--- src/rtl/th_second_pkg.sv ---
// =============================================================================
// Module  : th_pkg
// Brief   : Shared types and helpers for the th_second slot-fill stage.
// Revision: 1.0  initial release
// =============================================================================
`default_nettype none

package th_pkg;

    typedef enum logic [2:0] {
        S_IDLE = 3'd0,
        S_WAIT = 3'd1,
        S_REQ  = 3'd2,
        S_DATA = 3'd3,
        S_UPD  = 3'd4
    } state_t;

    localparam int unsigned TH_ADDRESS = 10;
    localparam int unsigned TH_SLOTS   = 4;
    localparam int unsigned TH_WIDTH   = 32;
    localparam int unsigned TH_BURST   = 4;
    localparam int unsigned TH_QBITS   = 2;

    function automatic int unsigned th_log2(input int unsigned v);
        int unsigned r;
        r = 0;
        for (int unsigned i = 0; i < 32; i++) begin
            if ((32'd1 << i) < v) r = i + 1;
        end
        return r;
    endfunction

    // Fill length in words: packed code carries two ops per word.
    function automatic int unsigned th_len(input int unsigned burst, input logic pk);
        return pk ? burst / 2 : burst;
    endfunction

endpackage

`default_nettype wire

--- src/rtl/th_second_if.sv ---
// =============================================================================
// Module  : th_second_if
// Brief   : Lookup/update port group between th_first (master) and th_second.
// Revision: 1.0  initial release
// =============================================================================
`default_nettype none

interface th_second_if #(
    parameter int unsigned ADDRESS = 10,
    parameter int unsigned SLOTS   = 4
);
    logic               is_lookup_i;
    logic               is_ack_o;
    logic [SLOTS-1:0]   is_l_addr_i;
    logic               is_packed_i;
    logic [ADDRESS-1:0] is_pc_i;
    logic               is_busy_o;
    logic               is_hit_i;
    logic               is_miss_i;
    logic               is_update_o;
    logic [SLOTS-1:0]   is_u_addr_o;
    logic               is_packed_o;

    modport slave (
        input  is_lookup_i, is_l_addr_i, is_packed_i, is_pc_i, is_hit_i, is_miss_i,
        output is_ack_o, is_busy_o, is_update_o, is_u_addr_o, is_packed_o
    );

    modport master (
        output is_lookup_i, is_l_addr_i, is_packed_i, is_pc_i, is_hit_i, is_miss_i,
        input  is_ack_o, is_busy_o, is_update_o, is_u_addr_o, is_packed_o
    );
endinterface

`default_nettype wire

--- src/rtl/th_second_fifo.sv ---
// =============================================================================
// Module  : th_fifo
// Brief   : Parameterised synchronous FIFO with registered full/empty status.
// Revision: 1.0  initial release
// =============================================================================
`default_nettype none

module th_fifo #(
    parameter int unsigned DW    = 15,
    parameter int unsigned QBITS = 2
) (
    input  wire           clock_i,
    input  wire           reset_i,
    input  wire           push_i,
    input  wire           pop_i,
    input  wire  [DW-1:0] data_i,
    output logic [DW-1:0] data_o,
    output logic          full_o,
    output logic          empty_o
);
    localparam int unsigned DEPTH = 1 << QBITS;

    logic [DW-1:0]    mem_q [DEPTH];
    logic [QBITS-1:0] wr_q, wr_d;
    logic [QBITS-1:0] rd_q, rd_d;
    logic [QBITS:0]   cnt_q, cnt_d;
    logic             w_push, w_pop;

    assign full_o  = (cnt_q == (QBITS+1)'(DEPTH));
    assign empty_o = (cnt_q == '0);
    assign w_pop   = pop_i & ~empty_o;
    assign w_push  = push_i & (~full_o | w_pop);
    assign data_o  = mem_q[rd_q];

    always_comb begin
        wr_d  = wr_q;
        rd_d  = rd_q;
        cnt_d = cnt_q;
        if (w_push) wr_d = wr_q + QBITS'(1);
        if (w_pop)  rd_d = rd_q + QBITS'(1);
        case ({w_push, w_pop})
            2'b10:   cnt_d = cnt_q + (QBITS+1)'(1);
            2'b01:   cnt_d = cnt_q - (QBITS+1)'(1);
            default: cnt_d = cnt_q;
        endcase
    end

    always_ff @(posedge clock_i) begin
        if (reset_i) begin
            wr_q  <= '0;
            rd_q  <= '0;
            cnt_q <= '0;
        end else begin
            wr_q  <= wr_d;
            rd_q  <= rd_d;
            cnt_q <= cnt_d;
        end
    end

    always_ff @(posedge clock_i) begin
        if (w_push) mem_q[wr_q] <= data_i;
    end
endmodule

`default_nettype wire

--- src/rtl/th_second.sv ---
// =============================================================================
// Module  : th_second
// Brief   : Queues slot lookups, bursts missed slots in from memory, reports refill.
//           TH_SECOND_WRAP_EN selects critical-word-first burst ordering.
// Revision: 1.0  initial release
// =============================================================================
`default_nettype none

module th_second
    import th_pkg::*;
#(
    parameter int unsigned ADDRESS = TH_ADDRESS,
    parameter int unsigned SLOTS   = TH_SLOTS,
    parameter int unsigned WIDTH   = TH_WIDTH,
    parameter int unsigned BURST   = TH_BURST,
    parameter int unsigned QBITS   = TH_QBITS
) (
    input  wire                               clock_i,
    input  wire                               reset_i,
    input  wire                               enable_i,
    th_second_if.slave                        is_bus,
    output logic                              mem_read_o,
    output logic [ADDRESS-1:0]                mem_addr_o,
    input  wire                               mem_ack_i,
    input  wire                               mem_ready_i,
    input  wire  [WIDTH-1:0]                  mem_data_i,
    output logic                              st_we_o,
    output logic [SLOTS+th_log2(BURST)-1:0]   st_addr_o,
    output logic [WIDTH-1:0]                  st_data_o
);
    localparam int unsigned WORD_W = th_log2(BURST);

    typedef struct packed {
        logic [ADDRESS-1:0] pc;
        logic [SLOTS-1:0]   slot;
        logic               pk;
    } entry_t;
    localparam int unsigned ENTRY_W = $bits(entry_t);

    entry_t             w_in, w_head;
    logic [ENTRY_W-1:0] w_head_raw;
    logic               w_full, w_empty, w_push, w_pop, w_ack;
    logic               w_update;
    logic [WORD_W-1:0]  w_len_m1, w_first;
    logic [ADDRESS-1:0] w_start;

    state_t             state_q, state_d;
    logic               miss_q, miss_d;
    logic [WORD_W-1:0]  word_q, word_d;
    logic [WORD_W-1:0]  cnt_q, cnt_d;

    assign w_in  = '{pc: is_bus.is_pc_i, slot: is_bus.is_l_addr_i, pk: is_bus.is_packed_i};
    assign w_ack = is_bus.is_lookup_i & enable_i & ~w_full & ~reset_i;
    assign w_push = w_ack;

    th_fifo #(
        .DW    (ENTRY_W),
        .QBITS (QBITS)
    ) u_queue (
        .clock_i (clock_i),
        .reset_i (reset_i),
        .push_i  (w_push),
        .pop_i   (w_pop),
        .data_i  (w_in),
        .data_o  (w_head_raw),
        .full_o  (w_full),
        .empty_o (w_empty)
    );

    assign w_head   = entry_t'(w_head_raw);
    assign w_len_m1 = w_head.pk ? WORD_W'(BURST/2 - 1) : WORD_W'(BURST - 1);

`ifdef TH_SECOND_WRAP_EN
    // Critical word first: memory wraps inside the aligned block for us.
    assign w_start = w_head.pc;
    assign w_first = w_head.pc[WORD_W-1:0] & w_len_m1;
`else
    assign w_start = w_head.pc & ~{{(ADDRESS-WORD_W){1'b0}}, w_len_m1};
    assign w_first = '0;
`endif

    always_comb begin
        state_d    = state_q;
        miss_d     = miss_q;
        word_d     = word_q;
        cnt_d      = cnt_q;
        w_pop      = 1'b0;
        w_update   = 1'b0;
        mem_read_o = 1'b0;
        mem_addr_o = '0;
        st_we_o    = 1'b0;
        st_addr_o  = '0;
        st_data_o  = '0;
        case (state_q)
            S_IDLE: if (!w_empty) state_d = S_WAIT;
            S_WAIT: begin
                // A miss seen while disabled is remembered until a fill may start.
                if (is_bus.is_miss_i || miss_q) begin
                    if (enable_i) begin
                        state_d = S_REQ;
                        miss_d  = 1'b0;
                    end else begin
                        miss_d  = 1'b1;
                    end
                end else if (is_bus.is_hit_i) begin
                    w_pop   = 1'b1;
                    state_d = S_IDLE;
                end
            end
            S_REQ: begin
                mem_read_o = 1'b1;
                mem_addr_o = w_start;
                if (mem_ack_i) begin
                    state_d = S_DATA;
                    cnt_d   = '0;
                    word_d  = w_first;
                end
            end
            S_DATA: begin
                if (mem_ready_i) begin
                    st_we_o   = 1'b1;
                    st_addr_o = {w_head.slot, word_q};
                    st_data_o = mem_data_i;
                    word_d    = (word_q + WORD_W'(1)) & w_len_m1;
                    cnt_d     = cnt_q + WORD_W'(1);
                    if (cnt_q == w_len_m1) state_d = S_UPD;
                end
            end
            S_UPD: begin
                w_update = 1'b1;
                w_pop    = 1'b1;
                state_d  = S_IDLE;
            end
            default: state_d = S_IDLE;
        endcase
    end

    always_ff @(posedge clock_i) begin
        if (reset_i) begin
            state_q <= S_IDLE;
            miss_q  <= 1'b0;
            word_q  <= '0;
            cnt_q   <= '0;
        end else begin
            state_q <= state_d;
            miss_q  <= miss_d;
            word_q  <= word_d;
            cnt_q   <= cnt_d;
        end
    end

    assign is_bus.is_ack_o    = w_ack;
    assign is_bus.is_busy_o   = w_full;
    assign is_bus.is_update_o = w_update;
    assign is_bus.is_u_addr_o = w_update ? w_head.slot : '0;
    assign is_bus.is_packed_o = w_update & w_head.pk;
endmodule

`default_nettype wire

--- src/flat_wrapper.sv ---
// flat-port wrapper written by rule: the top's interface ports become plain ports
module th_second_flat import th_pkg::*;
#(
    parameter int unsigned ADDRESS = TH_ADDRESS,
    parameter int unsigned SLOTS   = TH_SLOTS,
    parameter int unsigned WIDTH   = TH_WIDTH,
    parameter int unsigned BURST   = TH_BURST,
    parameter int unsigned QBITS   = TH_QBITS
)
  (clock_i, reset_i, enable_i, mem_read_o, mem_addr_o, mem_ack_i, mem_ready_i, mem_data_i, st_we_o, st_addr_o, st_data_o, is_bus_is_lookup_i, is_bus_is_l_addr_i, is_bus_is_packed_i, is_bus_is_pc_i, is_bus_is_hit_i, is_bus_is_miss_i, is_bus_is_ack_o, is_bus_is_busy_o, is_bus_is_update_o, is_bus_is_u_addr_o, is_bus_is_packed_o);
  th_second_if #(.ADDRESS(ADDRESS), .SLOTS(SLOTS)) is_bus_i ();
  input  wire clock_i;
  input  wire reset_i;
  input  wire enable_i;
  output logic mem_read_o;
  output logic [ADDRESS-1:0] mem_addr_o;
  input  wire mem_ack_i;
  input  wire mem_ready_i;
  input  wire  [WIDTH-1:0] mem_data_i;
  output logic st_we_o;
  output logic [SLOTS+th_log2(BURST)-1:0] st_addr_o;
  output logic [WIDTH-1:0] st_data_o;
  input wire logic [$bits(is_bus_i.is_lookup_i)-1:0] is_bus_is_lookup_i;
  input wire logic [$bits(is_bus_i.is_l_addr_i)-1:0] is_bus_is_l_addr_i;
  input wire logic [$bits(is_bus_i.is_packed_i)-1:0] is_bus_is_packed_i;
  input wire logic [$bits(is_bus_i.is_pc_i)-1:0] is_bus_is_pc_i;
  input wire logic [$bits(is_bus_i.is_hit_i)-1:0] is_bus_is_hit_i;
  input wire logic [$bits(is_bus_i.is_miss_i)-1:0] is_bus_is_miss_i;
  output wire logic [$bits(is_bus_i.is_ack_o)-1:0] is_bus_is_ack_o;
  output wire logic [$bits(is_bus_i.is_busy_o)-1:0] is_bus_is_busy_o;
  output wire logic [$bits(is_bus_i.is_update_o)-1:0] is_bus_is_update_o;
  output wire logic [$bits(is_bus_i.is_u_addr_o)-1:0] is_bus_is_u_addr_o;
  output wire logic [$bits(is_bus_i.is_packed_o)-1:0] is_bus_is_packed_o;
  assign is_bus_i.is_lookup_i = is_bus_is_lookup_i;
  assign is_bus_i.is_l_addr_i = is_bus_is_l_addr_i;
  assign is_bus_i.is_packed_i = is_bus_is_packed_i;
  assign is_bus_i.is_pc_i = is_bus_is_pc_i;
  assign is_bus_i.is_hit_i = is_bus_is_hit_i;
  assign is_bus_i.is_miss_i = is_bus_is_miss_i;
  assign is_bus_is_ack_o = is_bus_i.is_ack_o;
  assign is_bus_is_busy_o = is_bus_i.is_busy_o;
  assign is_bus_is_update_o = is_bus_i.is_update_o;
  assign is_bus_is_u_addr_o = is_bus_i.is_u_addr_o;
  assign is_bus_is_packed_o = is_bus_i.is_packed_o;
  th_second #(.ADDRESS(ADDRESS), .SLOTS(SLOTS), .WIDTH(WIDTH), .BURST(BURST), .QBITS(QBITS)) u_core (.clock_i(clock_i), .reset_i(reset_i), .enable_i(enable_i), .is_bus(is_bus_i), .mem_read_o(mem_read_o), .mem_addr_o(mem_addr_o), .mem_ack_i(mem_ack_i), .mem_ready_i(mem_ready_i), .mem_data_i(mem_data_i), .st_we_o(st_we_o), .st_addr_o(st_addr_o), .st_data_o(st_data_o));
endmodule
--- config.mk ---
export PLATFORM = sky130hd
export DESIGN_NAME = th_second_flat
export DESIGN_NICKNAME = d
export VERILOG_FILES = /design/src/rtl/th_second_pkg.sv /design/src/rtl/th_second_if.sv /design/src/rtl/th_second_fifo.sv /design/src/rtl/th_second.sv /design/src/flat_wrapper.sv
export SDC_FILE = /design/constraint.sdc
export NUM_CORES = 1
export LEC_CHECK = 0
export ABC_AREA = 1
export BUFFER_PORTS_ARGS = -buffer_cell sky130_fd_sc_hd__buf_2
export CAP_MARGIN = 5
export CORE_ASPECT_RATIO = 0.7
export CORE_UTILIZATION = 50
export DETAILED_ROUTE_END_ITERATION = 12
export PLACE_DENSITY = 0.77
export SETUP_SLACK_MARGIN = 0.1
export SYNTH_ARGS = -nofsm -noshare
export SYNTH_HDL_FRONTEND = slang
export SYNTH_SLANG_ARGS = --single-unit
--- constraint.sdc ---
create_clock -name clock_i -period 3.3 [get_ports clock_i]
set_input_delay 0.66 -clock clock_i [delete_from_list [all_inputs] [get_ports clock_i]]
set_output_delay 0.66 -clock clock_i [all_outputs]
set_load 0.01 [all_outputs]
# --- Yosys cells after proc, flatten, opt, wreduce, memory -nomap -nowiden ---
# Memories as Yosys holds them, arrays and structs flattened. A register that Yosys moved wholly into a read port is not among the register bits.
# Index checks and enable logic that the tools add are counted.
totals:
  ff_bits: 15
  ram_bits: 60
  input_bits: 55
  elab_cells: 82
  memories: 1
op_classes:
  add_sub_neg: 6
  eq_ne: 14
  mux: 33
  n_bitwise: 13
  n_reduce_logical: 8
mem_list:
  columns: ["name", "depth", "word_bits", "rd", "rd_ports_with_merged_regs", "write_ports", "line", "source"]
  rows:
  - ["u_core.u_queue.mem_q", 4, 15, 1, 1, 1, "th_second_fifo.sv:23", "logic [DW-1:0] mem_q [DEPTH];"]
op_table:
  columns: ["operator", "count"]
  rows:
  - ["$mux W32", 2]
  - ["$mux W3", 7]
  - ["$mux W2", 6]
  - ["$mux W6", 2]
  - ["$pmux W3 S4", 1]
  - ["$and A10 B10 Y10", 1]
  - ["$mux W10", 1]
  - ["$not A2 Y10", 1]
  - ["$mux W1", 9]
  - ["$add A2 B1 Y2 const B", 4]
  - ["$pmux W2 S2", 2]
  - ["$and A1 B1 Y1", 6]
  - ["$eq A3 B2 Y1 const B", 2]
  - ["$eq A3 B3 Y1 const B", 2]
  - ["$logic_not A3 Y1", 2]
  - ["$ne A2 B2 Y1 const B", 3]
  - ["$pmux W3 S2", 1]
  - ["$reduce_and A6 Y1", 1]
  - ["$mux W4", 1]
  - ["$reduce_bool A2 Y1", 2]
  - ["$add A3 B1 Y3 const B", 1]
  - ["$eq A3 B1 Y1 const B", 1]
  - ["$ne A3 B2 Y1 const B", 1]
  - ["$ne A3 B3 Y1 const B", 1]
  - ["other kinds (12)", 14]

# --- Depth between registers and ports, before layout ---
logic_depth:
  word_depth: 8
  ltp_mapped: 14
  depth_no_buf: 14

# --- Modules after synthesis ---
# A second synthesis with hierarchy kept.
hier_totals:
  hier_cells: 420
  hier_area_um2: 3731.1
by_module_without_submodules:
  columns: ["mod", "n_inst", "cells_per_inst", "area_per_inst_um2", "seq_area_each_um2"]
  rows:
  - ["th_fifo", 1, 219, 2783.9, 1981.9]
  - ["th_second", 1, 201, 947.2, 160.2]

# --- Worst setup path before layout ---
# No wires, ideal clock.
synth_path:
  kind: "input-to-reg"
  from: "in reset_i"
  to: "reg u_core.u_queue.cnt_q[2]"
  setup_time_ps: 122
  t_arrival_ps: 2106
  t_required_ps: 3178
  path_slack_ps: 1072
  stages: 10
  n_path_buf: 1
  cell_sequence: "clkbuf_1 > nor2_1 > nand2_2 > ha_1 > inv_1 > fa_1 > a21oi_1 > o21ai_0 > o21ai_0 > a21oi_1"
synth_via:
  elab_chain_cells: 5
synth_lines:
  columns: ["element", "line", "source"]
  rows:
  - ["start, declared", "flat_wrapper.sv:13", "input wire reset_i;"]
  - ["$not A1 Y1", "th_second.sv:53", "assign w_ack = is_bus.is_lookup_i & enable_i & ~w_full & ~reset_i;"]
  - ["$and A1 B1 Y1", "th_second.sv:53", null]
  - ["$and A1 B1 Y1", "th_second_fifo.sv:32", "assign w_push = push_i & (~full_o | w_pop);"]
  - ["$eq A2 B1 Y1 / $eq A2 B2 Y1 (equally long branches)", "th_second_fifo.sv:41", "case ({w_push, w_pop})"]
  - ["$pmux W3 S2 / $reduce_bool A2 Y1 (equally long branches)", null, null]
  - ["end signal, assigned", "th_second_fifo.sv:56", "cnt_q <= cnt_d;"]
  - ["end, declared", "th_second_fifo.sv:26", "logic [QBITS:0] cnt_q, cnt_d;"]
# Several ways; a longest one is shown, not always the timed one.
# A chain may end at the register's enable or synchronous reset.

==> impl_results.md <==
- Status: finished, final reports clean
- Fin. max-slew vios: 0
- Die extent in y: 71.1 um
- CP max stage cell: dfxtp_1
- Final Setup Violations: 0
- Net Count, Synth: 439
- CP peak stage delay: 0.60 ns
- GR peak layer: met2
- Gr usage total: 22.8%
- Yosys warning total: 0
- First-pass GRT wire length: 12.2 mm
- Post-CTS setup buffer count: 0
- Htree depth: 3
- Met3 usage: 6.52%
- Largest cells by area after synthesis: edfxtp_1 (49%), nor2_1 (11%), dfxtp_1 (10%), nand2_1 (7.2%), a21oi_1 (4.1%)
- Drt via density: 4.93
- Crit path buffers/inverters: 2
- Initial antenna violation count: 0
- Hold-fix buffers, CTS: 0
- Vias in the first global route: 2637
- Met2 Track Usage GR: 40.4%
- Cells on Worst Hold Path: 1
- Fin nets: 550
- Final period utilization: 80.7%
- CTS resizes: 0
- Core Util, Final: 67.0%
- Setup Total Neg Slack: 0 ns
- DIE WIDTH: 101 um
- CP delay by family, top: flip-flops
- Total grt overflow: 0
- Hold WC Path Type: reg2reg
- Worst-Skew Late Latency: 0.34 ns
- Top cell type's share of synthesized area: 49.3%
- Crit path depth: 5
- Seq/Total Area, Yosys: 59.3%
- GP Congestion: 0.788
- Comb pwr share: 17.7%
- F_max: 0.375 GHz
- VDD IR max: 0.433 mV
- Mapped Area: 3410 um^2
- #FFs+latches synth: 73
- DRC viols: 0
- R2R cell count: 12
- # IOs: 113
- Placed cell areas: 4050 um^2
- Yosys cell types: 25
- Port Buffers: 110
- Met1 usage: 26.8%
- Final wirelength: 7.82 mm
- Sw Ratio: 26.8%
- Critical Path Source Type: register
- Crit path time final: 2.66 ns
- Internal power: 1.67 mW
- Avg Cell Area, Syn: 9.02 um^2
- CTS tree: done
- Pin count of the biggest net entering global routing: 37
- Final hold violations: 0
- Leakage power: 1.95 nW
- Reg clk slew, reported paths: 0.07 ns
- Layout area overhead: 25.8%
- Sequential share of power: 45.8%
- Dominant cell type by area after synthesis: edfxtp_1
- DIE AREA: 7160 um^2
- CTS Buf Count: 9
- Initial Utilization: 53.3%
- Routed WL per cell: 13.4 um
- Worst path arrival time: 2.00 ns
- TritonRoute pass-1 iters: 5
- RSZ-0062 raised after global routing: false
- Clk network pwr share: 36.6%
- Power density cells: 532 nW/um^2
- Row cnt: 24
- # diodes: 0
- DPL Wire Length: 5.25 mm
- Crit path max fanout: 18
- Crit-path cells: inv_2 -> nand3_1 -> nand2_2 -> a211oi_1 -> buf_2
- Clock Tree Root: clkbuf_8
- Initial drt markers: 154
- Core Area: 6400 um^2
- Cell area after layout: 4290 um^2
- Ratio of cells with drive above 1 in the final layout: 28.5%
- Critical path class: reg2out
- Maximum clock path buffer count: 2
- Mapped Cells: 378
- Max-cap viol count: 0
- Filler Cells Inserted: 529
- Worst r2r src: u_core.state_q[1]
- CTS Sinks: 73
- Worst Setup End Kind: primary output
- Layout Skew: 0.00824 ns
- Via Count: 2885
- Worst min-delay path startpoint: u_core.u_queue.cnt_q[0]
- Post-route ant nets: 0
- Required @ worst endpoint: 2.64 ns
- NetSw: 0.612 mW
## cells by family (layout without fill, tap and decap cells)
kind of cell / count (synthesis) / after routing / synth area share, %
buffers and inverters: 53 / 169 / 6.31
flip-flops: 73 / 73 / 59.3
AND/OR/NAND/NOR: 180 / 180 / 21.0
XOR/XNOR: 2 / 2 / 0.514
other: 1 / 1 / 0.110
adder cells (fa/ha/maj): 6 / 6 / 2.42
AO/OA/AOI/OAI: 63 / 63 / 10.3
## cells in the final DEF (no fill, tap or decap), drive strengths merged, types with 5 or more instances in the layout
cell type  count
nand2         68
clkbuf        10
ha             5
buf          117
inv           37
dfxtp         17
nand3         13
a21oi         28
nor2          97
o21ai         29
edfxtp        56
## synth_stat cells
cell type / n
a32o_1: 4
inv_1: 33
buf_4: 3
nor2_4: 1
clkbuf_1: 10
o21ai_0: 26
buf_2: 4
o21bai_4: 1
nand2b_1: 1
conb_1: 1
a211oi_1: 1
nor3_1: 1
o21ai_1: 3
nand2_1: 65
edfxtp_1: 56
dfxtp_1: 17
fa_1: 1
a21oi_1: 28
nand3_2: 1
inv_2: 3
ha_1: 5
nand2_2: 3
nor2_1: 96
xor2_1: 2
nand3_1: 12
## registers in the layout, summed over array words and instances (netlist names), named ones only
signal / count
u_core.u_queue.mem_q: 56
u_core.word_q: 2
u_core.u_queue.wr_q: 2
u_core.u_queue.cnt_q: 3
u_core.u_queue.rd_q: 2
u_core.cnt_q: 2
u_core.state_q: 3
u_core.miss_q: 1
## per-stage QoR
stage | hold slack, ns | instances | total power [mW] | setup slack, ns
after floorplan | 0.444 | 378 | 1.33 | 1.07
after global placement | 0.463 | 569 | 1.45 | 0.890
after detailed placement | 0.474 | 569 | 1.46 | 0.865
after CTS | 0.485 | 585 | 2.29 | 0.635
after global routing | 0.513 | 585 | 2.38 | 0.478
final | 0.483 | 585 | 2.28 | 0.636
## final timing paths
| check | slack, ns | to |
|---|---|---|
| setup / recovery | 0.64 | mem_addr_o[1] |
| hold / removal | 0.48 | u_core.u_queue.cnt_q[0] |
| hold reg to reg | 0.48 | u_core.u_queue.cnt_q[0] |
| setup reg to reg | 1.10 | u_core.u_queue.cnt_q[2] |
## power groups by stage
stage	combinational [mW]	sequential [mW]	clock [mW]
after floorplan	0.267	1.06	0
after global placement	0.388	1.06	0
after detailed placement	0.400	1.06	0
after CTS	0.405	1.04	0.846
after global routing	0.454	1.05	0.884
final	0.403	1.04	0.833
## metal layers
layer | share of wire [%] | vias up | routed length [um]
met2 | 49 | 109 | 3850
li1 | - | 1452 | -
met1 | 42 | 1313 | 3320
met5 | 0 | - | 0
met3 | 7.0 | 11 | 546
met4 | 1.4 | 0 | 106
## layout make-up
class	count	area (um^2)	share of cell area, %
flip-flops and latches	73	2020	47.2
clock inverters	6	115	2.68
well taps	91	114	2.66
clock buffers	10	128	2.98
repair buffers	117	603	14.1
multi-input cells	252	1170	27.3
inverters	36	135	3.15
No activity file was read; power rests on OpenSTA's default activity.
